==> config.mk <==
export PLATFORM = sky130hd
export DESIGN_NAME = dct_transpose_buffer_flat
export DESIGN_NICKNAME = d
export VERILOG_FILES = /design/src/rtl/dct_transpose_buffer_pkg.sv /design/src/rtl/dct_transpose_buffer_if.sv /design/src/rtl/dct_transpose_buffer_idx_counter.sv /design/src/rtl/dct_transpose_buffer.sv /design/src/flat_wrapper.sv
export SDC_FILE = /design/constraint.sdc
export NUM_CORES = 2
export LEC_CHECK = 0
export BUFFER_PORTS_ARGS = -buffer_cell sky130_fd_sc_hd__clkbuf_2
export CAP_MARGIN = 20
export CORE_AREA = 2 2 285 287
export CTS_BUF_LIST = sky130_fd_sc_hd__clkbuf_4
export DETAILED_ROUTE_END_ITERATION = 8
export DIE_AREA = 0 0 287 289
export GPL_ROUTABILITY_DRIVEN = 0
export PLACE_DENSITY = 0.81
export SKIP_CTS_REPAIR_TIMING = 1
export SLEW_MARGIN = 30
export SYNTH_ARGS = -nofsm -noshare
export SYNTH_HDL_FRONTEND = slang
export SYNTH_HIERARCHICAL = 1
export SYNTH_SLANG_ARGS = --single-unit
==> constraint.sdc <==
create_clock -name clk -period 3.6 [get_ports clk]
set_input_delay 0.18 -clock clk [delete_from_list [all_inputs] [get_ports clk]]
set_output_delay 0.18 -clock clk [all_outputs]
set_load 0.01 [all_outputs]
==> src/rtl/dct_transpose_buffer_pkg.sv <==
// Shared constants and types for the DCT row/column transpose buffer.
package dct_transpose_buffer_pkg;

    localparam int DCT_N          = 8;
    localparam int DCT_DATA_WIDTH = 10;

    typedef struct packed {
        logic [DCT_DATA_WIDTH-1:0] data;
        logic                      last;
    } tpose_sample_t;

    typedef enum logic {
        TP_BYPASS    = 1'b0,
        TP_TRANSPOSE = 1'b1
    } tpose_mode_e;

endpackage

==> src/rtl/dct_transpose_buffer_if.sv <==
// Stream bundle between the row-pass producer, the transpose buffer and the column-pass consumer.
interface dct_transpose_buffer_if
    import dct_transpose_buffer_pkg::*;
#(
    parameter int DATA_WIDTH = DCT_DATA_WIDTH,
    parameter int N          = DCT_N
);
    localparam int CNT_W = $clog2(N);

    logic [DATA_WIDTH-1:0] in_data;
    logic                  in_valid;
    logic                  in_ready;
    logic                  in_transpose;
    logic [DATA_WIDTH-1:0] out_data;
    logic                  out_valid;
    logic                  out_ready;
    logic                  out_last;
    logic [2*CNT_W-1:0]    out_idx;

    modport master (
        output in_data, in_valid, in_transpose, out_ready,
        input  in_ready, out_data, out_valid, out_last, out_idx
    );

    modport slave (
        input  in_data, in_valid, in_transpose, out_ready,
        output in_ready, out_data, out_valid, out_last, out_idx
    );

endinterface

==> src/rtl/dct_transpose_buffer_idx_counter.sv <==
// Outer/inner block index counter; inner steps per accepted sample, outer steps on inner wrap.
module tpose_idx_counter #(
    parameter int CNT_W = 3
) (
    input  logic             clk,
    input  logic             rst_n,
    input  logic             advance,
    output logic [CNT_W-1:0] outer,
    output logic [CNT_W-1:0] inner,
    output logic             done
);
    localparam logic [CNT_W-1:0] MAX_IDX = {CNT_W{1'b1}};

    logic [CNT_W-1:0] outer_r;
    logic [CNT_W-1:0] inner_r;
    logic             wrap_s;
    logic             done_s;

    // Decode inner wrap and end-of-block for the sample being accepted now.
    always_comb begin
        wrap_s = 1'b0;
        done_s = 1'b0;
        if (advance && (inner_r == MAX_IDX)) begin
            wrap_s = 1'b1;
            done_s = (outer_r == MAX_IDX);
        end else begin
            wrap_s = 1'b0;
            done_s = 1'b0;
        end
    end

    // Index registers; N is a power of two so both roll back to zero at block end.
    always_ff @(posedge clk) begin
        if (!rst_n) begin
            outer_r <= {CNT_W{1'b0}};
            inner_r <= {CNT_W{1'b0}};
        end else if (advance) begin
            inner_r <= inner_r + CNT_W'(1'b1);
            if (wrap_s) begin
                outer_r <= outer_r + CNT_W'(1'b1);
            end
        end
    end

    assign outer = outer_r;
    assign inner = inner_r;
    assign done  = done_s;

endmodule

==> src/rtl/dct_transpose_buffer.sv <==
// Ping-pong N x N transpose memory: row-major in, column-major (or row-major) out.
module dct_transpose_buffer
    import dct_transpose_buffer_pkg::*;
#(
    parameter int DATA_WIDTH = DCT_DATA_WIDTH,
    parameter int N          = DCT_N
) (
    input  logic                  clk,
    input  logic                  rst_n,
    dct_transpose_buffer_if.slave bus
);
    localparam int               CNT_W   = $clog2(N);
    localparam int               ADDR_W  = 2 * CNT_W + 1;
    localparam int               DEPTH   = 2 * N * N;
    localparam logic [CNT_W-1:0] MAX_IDX = {CNT_W{1'b1}};

    logic [DATA_WIDTH-1:0] mem_r [DEPTH];
    logic [1:0]            full_r;
    logic [1:0]            full_nxt_s;
    tpose_mode_e           mode_r [2];
    logic                  wr_bank_r;
    logic                  rd_bank_r;

    logic                  in_ready_s;
    logic                  rd_valid_s;
    logic                  wr_fire_s;
    logic                  rd_fire_s;
    logic                  wr_first_s;
    logic                  wr_done_s;
    logic                  rd_done_s;
    logic [CNT_W-1:0]      wr_row_s;
    logic [CNT_W-1:0]      wr_col_s;
    logic [CNT_W-1:0]      rd_outer_s;
    logic [CNT_W-1:0]      rd_inner_s;
    logic [ADDR_W-1:0]     wr_addr_s;
    logic [ADDR_W-1:0]     rd_addr_s;

    // Writer owns only a non-full bank, reader only a full one, so they never collide.
    assign in_ready_s = ~full_r[wr_bank_r];
    assign rd_valid_s = full_r[rd_bank_r];
    assign wr_fire_s  = bus.in_valid & in_ready_s;
    assign rd_fire_s  = rd_valid_s & bus.out_ready;
    assign wr_first_s = wr_fire_s && (wr_row_s == {CNT_W{1'b0}}) && (wr_col_s == {CNT_W{1'b0}});
    assign wr_addr_s  = {wr_bank_r, wr_row_s, wr_col_s};

    tpose_idx_counter #(.CNT_W(CNT_W)) u_wr_idx (
        .clk     (clk),
        .rst_n   (rst_n),
        .advance (wr_fire_s),
        .outer   (wr_row_s),
        .inner   (wr_col_s),
        .done    (wr_done_s)
    );

    tpose_idx_counter #(.CNT_W(CNT_W)) u_rd_idx (
        .clk     (clk),
        .rst_n   (rst_n),
        .advance (rd_fire_s),
        .outer   (rd_outer_s),
        .inner   (rd_inner_s),
        .done    (rd_done_s)
    );

    // Full flags: writer completion sets its bank, reader completion clears its bank.
    always_comb begin
        full_nxt_s = full_r;
        for (int b = 0; b < 2; b++) begin
            if (wr_done_s && (wr_bank_r == 1'(b))) begin
                full_nxt_s[b] = 1'b1;
            end else if (rd_done_s && (rd_bank_r == 1'(b))) begin
                full_nxt_s[b] = 1'b0;
            end else begin
                full_nxt_s[b] = full_r[b];
            end
        end
    end

    // Bank ownership and occupancy; a reset drops any partial block.
    always_ff @(posedge clk) begin
        if (!rst_n) begin
            full_r    <= 2'b00;
            wr_bank_r <= 1'b0;
            rd_bank_r <= 1'b0;
        end else begin
            full_r <= full_nxt_s;
            if (wr_done_s) begin
                wr_bank_r <= ~wr_bank_r;
            end
            if (rd_done_s) begin
                rd_bank_r <= ~rd_bank_r;
            end
        end
    end

    // Block mode is captured once, on the block's first accepted sample.
    always_ff @(posedge clk) begin
        if (!rst_n) begin
            mode_r[0] <= TP_BYPASS;
            mode_r[1] <= TP_BYPASS;
        end else if (wr_first_s) begin
            mode_r[wr_bank_r] <= tpose_mode_e'(bus.in_transpose);
        end
    end

    // Sample storage is intentionally left unreset.
    always_ff @(posedge clk) begin
        if (wr_fire_s) begin
            mem_r[wr_addr_s] <= bus.in_data;
        end
    end

    // Read address: transposed blocks swap the row and column roles of the read indices.
    always_comb begin
        rd_addr_s = {rd_bank_r, rd_outer_s, rd_inner_s};
        if (mode_r[rd_bank_r] == TP_TRANSPOSE) begin
            rd_addr_s = {rd_bank_r, rd_inner_s, rd_outer_s};
        end else begin
            rd_addr_s = {rd_bank_r, rd_outer_s, rd_inner_s};
        end
    end

    assign bus.in_ready  = in_ready_s;
    assign bus.out_valid = rd_valid_s;
    assign bus.out_data  = mem_r[rd_addr_s];
    assign bus.out_last  = rd_valid_s && (rd_outer_s == MAX_IDX) && (rd_inner_s == MAX_IDX);
    assign bus.out_idx   = {rd_outer_s, rd_inner_s};

endmodule

==> src/flat_wrapper.sv <==
// flat-port wrapper written by rule: the top's interface ports become plain ports
module dct_transpose_buffer_flat import dct_transpose_buffer_pkg::*;
#(
    parameter int DATA_WIDTH = DCT_DATA_WIDTH,
    parameter int N          = DCT_N
)
  (clk, rst_n, bus_in_data, bus_in_valid, bus_in_transpose, bus_out_ready, bus_in_ready, bus_out_data, bus_out_valid, bus_out_last, bus_out_idx);
  dct_transpose_buffer_if #(.DATA_WIDTH(DATA_WIDTH), .N(N)) bus_i ();
  input  logic clk;
  input  logic rst_n;
  input wire logic [$bits(bus_i.in_data)-1:0] bus_in_data;
  input wire logic [$bits(bus_i.in_valid)-1:0] bus_in_valid;
  input wire logic [$bits(bus_i.in_transpose)-1:0] bus_in_transpose;
  input wire logic [$bits(bus_i.out_ready)-1:0] bus_out_ready;
  output wire logic [$bits(bus_i.in_ready)-1:0] bus_in_ready;
  output wire logic [$bits(bus_i.out_data)-1:0] bus_out_data;
  output wire logic [$bits(bus_i.out_valid)-1:0] bus_out_valid;
  output wire logic [$bits(bus_i.out_last)-1:0] bus_out_last;
  output wire logic [$bits(bus_i.out_idx)-1:0] bus_out_idx;
  assign bus_i.in_data = bus_in_data;
  assign bus_i.in_valid = bus_in_valid;
  assign bus_i.in_transpose = bus_in_transpose;
  assign bus_i.out_ready = bus_out_ready;
  assign bus_in_ready = bus_i.in_ready;
  assign bus_out_data = bus_i.out_data;
  assign bus_out_valid = bus_i.out_valid;
  assign bus_out_last = bus_i.out_last;
  assign bus_out_idx = bus_i.out_idx;
  dct_transpose_buffer #(.DATA_WIDTH(DATA_WIDTH), .N(N)) u_core (.clk(clk), .rst_n(rst_n), .bus(bus_i));
endmodule
After elaboration in Yosys (flattened, before gate mapping). Memories as Yosys holds them, arrays and structs flattened. A register that Yosys moved wholly into a read port is not among the register bits. Cells that the tools add are included.

Output and inout bits: 19. RAM bits: 1282. Memory bits (read-only): 0. Register bits after elaboration: 16. Memories: 2. Bits in latches: 0.

Magnitude comparators: 2. Div/mod/pow operators: 0. Reductions and logical operators: 17. Mux-type cells: 24. Add/subtract/negate cells: 4. $mul: 0. Shifts and indexed selects: 0. Eq/ne operators: 4. Bitwise gates (word level): 5.

Memory list: u_core.mem_r (depth 128, width 10, rd ports 1, clocked after memory_dff 0, write ports 1, line dct_transpose_buffer.sv:17) `logic [DATA_WIDTH-1:0] mem_r [DEPTH];`; u_core.mode_r (depth 2, width 1, rd ports 1, clocked after memory_dff 1, write ports 2, line dct_transpose_buffer.sv:20) `tpose_mode_e mode_r [2];`.

Operators with widths (count): 2-to-1 mux 1 bit (23); adder 3 x 1 -> 3 bit, second input constant (4); == test 3 bit, second input constant (4); logical AND 1 bit (10); logical NOT 3 bit (2); 2-to-1 mux 6 bit (1); < comparator 1 x 2 -> 1 bit, second input constant (2); AND reduction 2 bit (2); nonzero test 2 bit (2); NOT 1 bit (3); bitwise AND 1 bit (2); OR reduction 1 bit (1).

Longest topological paths before layout.
Depth in word-level cells: 11. Mapped depth: 12. Mapped depth without buffers: 7.

Cells and area by module. The synthesis kept the hierarchy.

By module, submodules not included: dct_transpose_buffer (seq. area each 38577.0 um^2, area each 50845.0 um^2, cells each 3100, times used 1); tpose_idx_counter (seq. area each 120.1 um^2, area each 297.8 um^2, cells each 29, times used 2).

Least setup slack after synthesis. OpenSTA, ideal clock, no wires.

Path kind: reg2out. From: register (tool-made name). To: output bus_out_data[0]. Setup slack: 0.849 ns. Cell stages (with the launch flop): 12. Buffers on the path: 4. Data required time: 3.420 ns. Arrival: 2.571 ns. Path through: dfxtp_1 -> mux2_1 -> buf_4 -> mux2_4 -> buf_6 -> buf_6 -> buf_6 -> mux2_2 -> o22ai_1 -> o21ai_0 -> a41oi_1 -> nor4_1.

RTL lines: to (decl) (line flat_wrapper.sv:16) `output wire logic [$bits(bus_i.out_data)-1:0] bus_out_data;`.

==> impl_metrics.py <==
metrics = {
    "outcome": {
        "run_status": "finished, violations left",
        "failed_checks": "negative setup slack",
    },
    "yosys": {
        "synth-seq-area-share_pct": 75.5,
        "syn_nets": 3183,
        "netlist_area_um2": 51400,
        "yosys_warnings": 6,
        "synth_flop_cell": "edfxtp_1",
        "synthMuxAreaShare_pct": 8.90,
        "synth-edff-count": 1280,
        "syn-instance-count": 3158,
        "synth.lib_cells_used.distinct": 58,
        "syn-mean-instance-area_um2": 16.3,
        "async_s_r_ff_share_synth_pct": 0,
        "synth_register_bits": 1299,
        "post_synth_fa_ha_maj_area_fraction_pct": 0.243,
        "post_synth_xor_area_fraction_pct": 0.0511,
        "post_synthesis_compound_gate_area_fraction_pct": 7.08,
        "yosys.area_share.simple_pct": 6.11,
        "main_combinational_cell_family_by_area_after_synthesis": "multiplexers",
    },
    "final_layout": {
        "finish.utilization_pct": 76.1,
        "area_growth_pct": 18.3,
        "fill_cells": 4084,
        "final_layout_size_suffix_gt1_share_pct": 30.8,
        "finish.net_count": 3820,
        "final_cell_mix": "1280 x edfxtp_1, 464 x clkbuf_4, 454 x nand2_1",
        "leading_cell_type_in_the_layout_fill_and_taps_excluded": "edfxtp_1",
        "post_layout_nonfiller_instances": 5062,
    },
    "sta": {
        "maximum_clock_frequency_ghz": 0.213,
        "timing.slew.headroom_pct": 36.8,
        "rsz0062_at_grt": "yes",
        "finalSetupViolCount": 10,
        "setup_slack_ns": -1.09,
        "period_share_pct": 130,
        "setup_total_negative_slack_ns": -9.80,
        "transition_time_of_the_tightest_slew_check_pin_ns": 0.947,
        "final-hold-violation-count": 0,
        "slew_viol_final": 0,
        "fin_worst_hold_slack_ns": 0.114,
        "timing.final.crit_period_ns": 4.69,
        "final.setup_skew_ns": 0.0992,
    },
    "grt": {
        "first_global_vias": 33400,
        "grt_first_pass_wirelength_mm": 205,
        "global_route.usage.total_pct": 33.9,
        "maximum_number_of_pins_on_one_net_before_global_route_repair": 88,
        "overflow": 0,
        "antenna_violations_before_repair": 5,
    },
    "run": {
        "drv_cap": 0,
    },
    "detailed_routing": {
        "route.detailed.drc": 0,
        "detail_route.vias_per_cell": 6.82,
        "final_antenna_net_count": 0,
        "num_vias": 34500,
        "avgRoutedWirePerCell_um": 29.7,
        "dr.pass1.iters": 9,
        "totalWireLength_mm": 150,
        "drt-initial-drc-count": 6089,
    },
    "floorplanning": {
        "floorplan.rows": 104,
        "fp.dieH_um": 289,
        "die_width_um": 287,
        "die_area_um2": 82900,
        "placeableCoreArea_um2": 79900,
        "ios": 34,
        "initial_utilization_pct": 64.4,
    },
    "critical_path": {
        "critical_path_class": "flop to output port",
        "critical_path.startpoint_type": "flop",
        "critical_path_required_ns": 3.42,
        "worst_path_maximum_fanout": 13,
        "worst-endpoint-arrival_ns": 4.51,
        "timing.critical_path.to_type": "output port",
    },
    "clock_network": {
        "htreeDepth": 5,
        "cts.root.buffer_cell": "clkbuf_4",
        "cts_inserted_buffers": 330,
        "cts-root-to-sink-buffers": 4,
        "clock_tree_sinks": 1299,
        "tritoncts_clock_tree": "done",
        "clkLatencyLatePin_ns": 1.17,
        "worst_setup_hold_path_clk_slew_ns": 0.07,
    },
    "power_and_ir_drop": {
        "report.power.total_mw": 29.0,
        "cellLeakagePower_nw": 21.2,
        "irDropWorstVdd_v": 0.000280,
        "power.density_cell_area_nw_per_um2": 477,
    },
    "placed_design": {
        "dp.cells": 4447,
        "io_buffers": 33,
        "detailedPlacementHpwl_mm": 86.5,
    },
    "hold_path": {
        "tightest_hold_check_type": "input pin to flop",
    },
}
state kept, by name, indices dropped and copies added, names as in the netlist, 2 cells and up, named ones only:
register / flops
u_core/u_wr_idx/inner: 3
u_core/u_rd_idx/outer: 3
u_core/mem_r: 1280
u_core/u_rd_idx/inner: 3
u_core/u_wr_idx/outer: 3
u_core/mode_r: 2
u_core/full_r: 2
through the flow:
stage	instance area [um^2]	setup slack (ns)
finish	60800	-1.09
floorplan	51400	0.849
global placement	55300	-0.122
global route	60800	-1.16
detailed placement	55300	-0.177
CTS	59200	-1.35
cell type report:
| cell class | instances | area, um^2 | share of cell area, % |
|---|---|---|---|
| Sequential cell | 1299 | 38800 | 63.8 |
| Multi-Input combinational cell | 1666 | 12300 | 20.2 |
| Timing Repair Buffer | 495 | 4550 | 7.47 |
| Clock buffer | 464 | 3480 | 5.73 |
| Tap cell | 1060 | 1330 | 2.18 |
| Clock inverter | 73 | 352 | 0.578 |
| Inverter | 3 | 11.3 | 0.0185 |
| Antenna cell | 2 | 5.00 | 0.00823 |
synthesized netlist by cell type, drive strengths merged, types with 8 or more instances:
master	number	area, um^2
mux4	28	631
o21ai	100	500
a31oi	24	150
a211oi	10	75.1
nand3	54	275
a32o	80	801
a211o	8	70.1
nor2b	11	68.8
nand4	17	106
mux2	174	1960
clkbuf	73	277
and2	11	73.8
a221o	9	90.1
a32oi	17	149
dfxtp	19	380
mux2i	196	1990
a21oi	75	375
a41oi	20	175
o211ai	10	75.1
buf	118	820
ha	10	125
nor2	152	581
nand2	455	1710
a221oi	31	303
edfxtp	1280	38400
o22ai	88	551
o221ai	22	193
nor4	23	181
a311oi	8	70.1
report_power, final:
part	internal, mW	switching (mW)	leakage [nW]
Clock	6.03	5.80	2.31
Sequential	16.6	0.0121	11.7
Combinational	0.127	0.446	7.26
per-layer routing:
layer | vias up | share of wire [%] | global-route usage [%]
li1 | 13900 | - | -
met3 | 713 | 15 | 10.2
met4 | 6 | 6.6 | 17.9
met5 | - | 0.12 | 0
met1 | 16700 | 33 | 44.0
met2 | 3235 | 46 | 52.1
logic make-up after synthesis:
logic type               after synthesis
XOR/XNOR                               3
AND/OR/NAND/NOR                      744
buffers and inverters                194
multiplexers                         398
adder cells (fa/ha/maj)               10
flip-flops                          1299
AO/OA/AOI/OAI                        510
worst max-delay path, stage by stage, from the launching register on:
cell	delay, ns
dfxtp_4	0.36
mux2i_4	0.31
buf_12	0.17
mux2_8	0.43
buf_12	0.17
buf_12	0.15
mux2i_2	0.26
o221ai_2	0.17
a211oi_2	0.70
a221o_2	0.36
nor4_4	0.06
buf_4	0.14
clkbuf_2	0.12
worst paths after layout:
kind                                       start  cells past startpoint  slack, ns                       end
worst min register to register  u_core/full_r[0]                      2       0.54          u_core/full_r[0]
worst min-delay path               bus_out_ready                      5       0.11  u_core/u_rd_idx/outer[1]
worst max register to register  u_core/wr_bank_r                     10       0.52          u_core/mode_r[0]
worst max-delay path                        flop                     12      -1.09           bus_out_data[6]
Note: power is estimated with default switching activity, not from simulation.
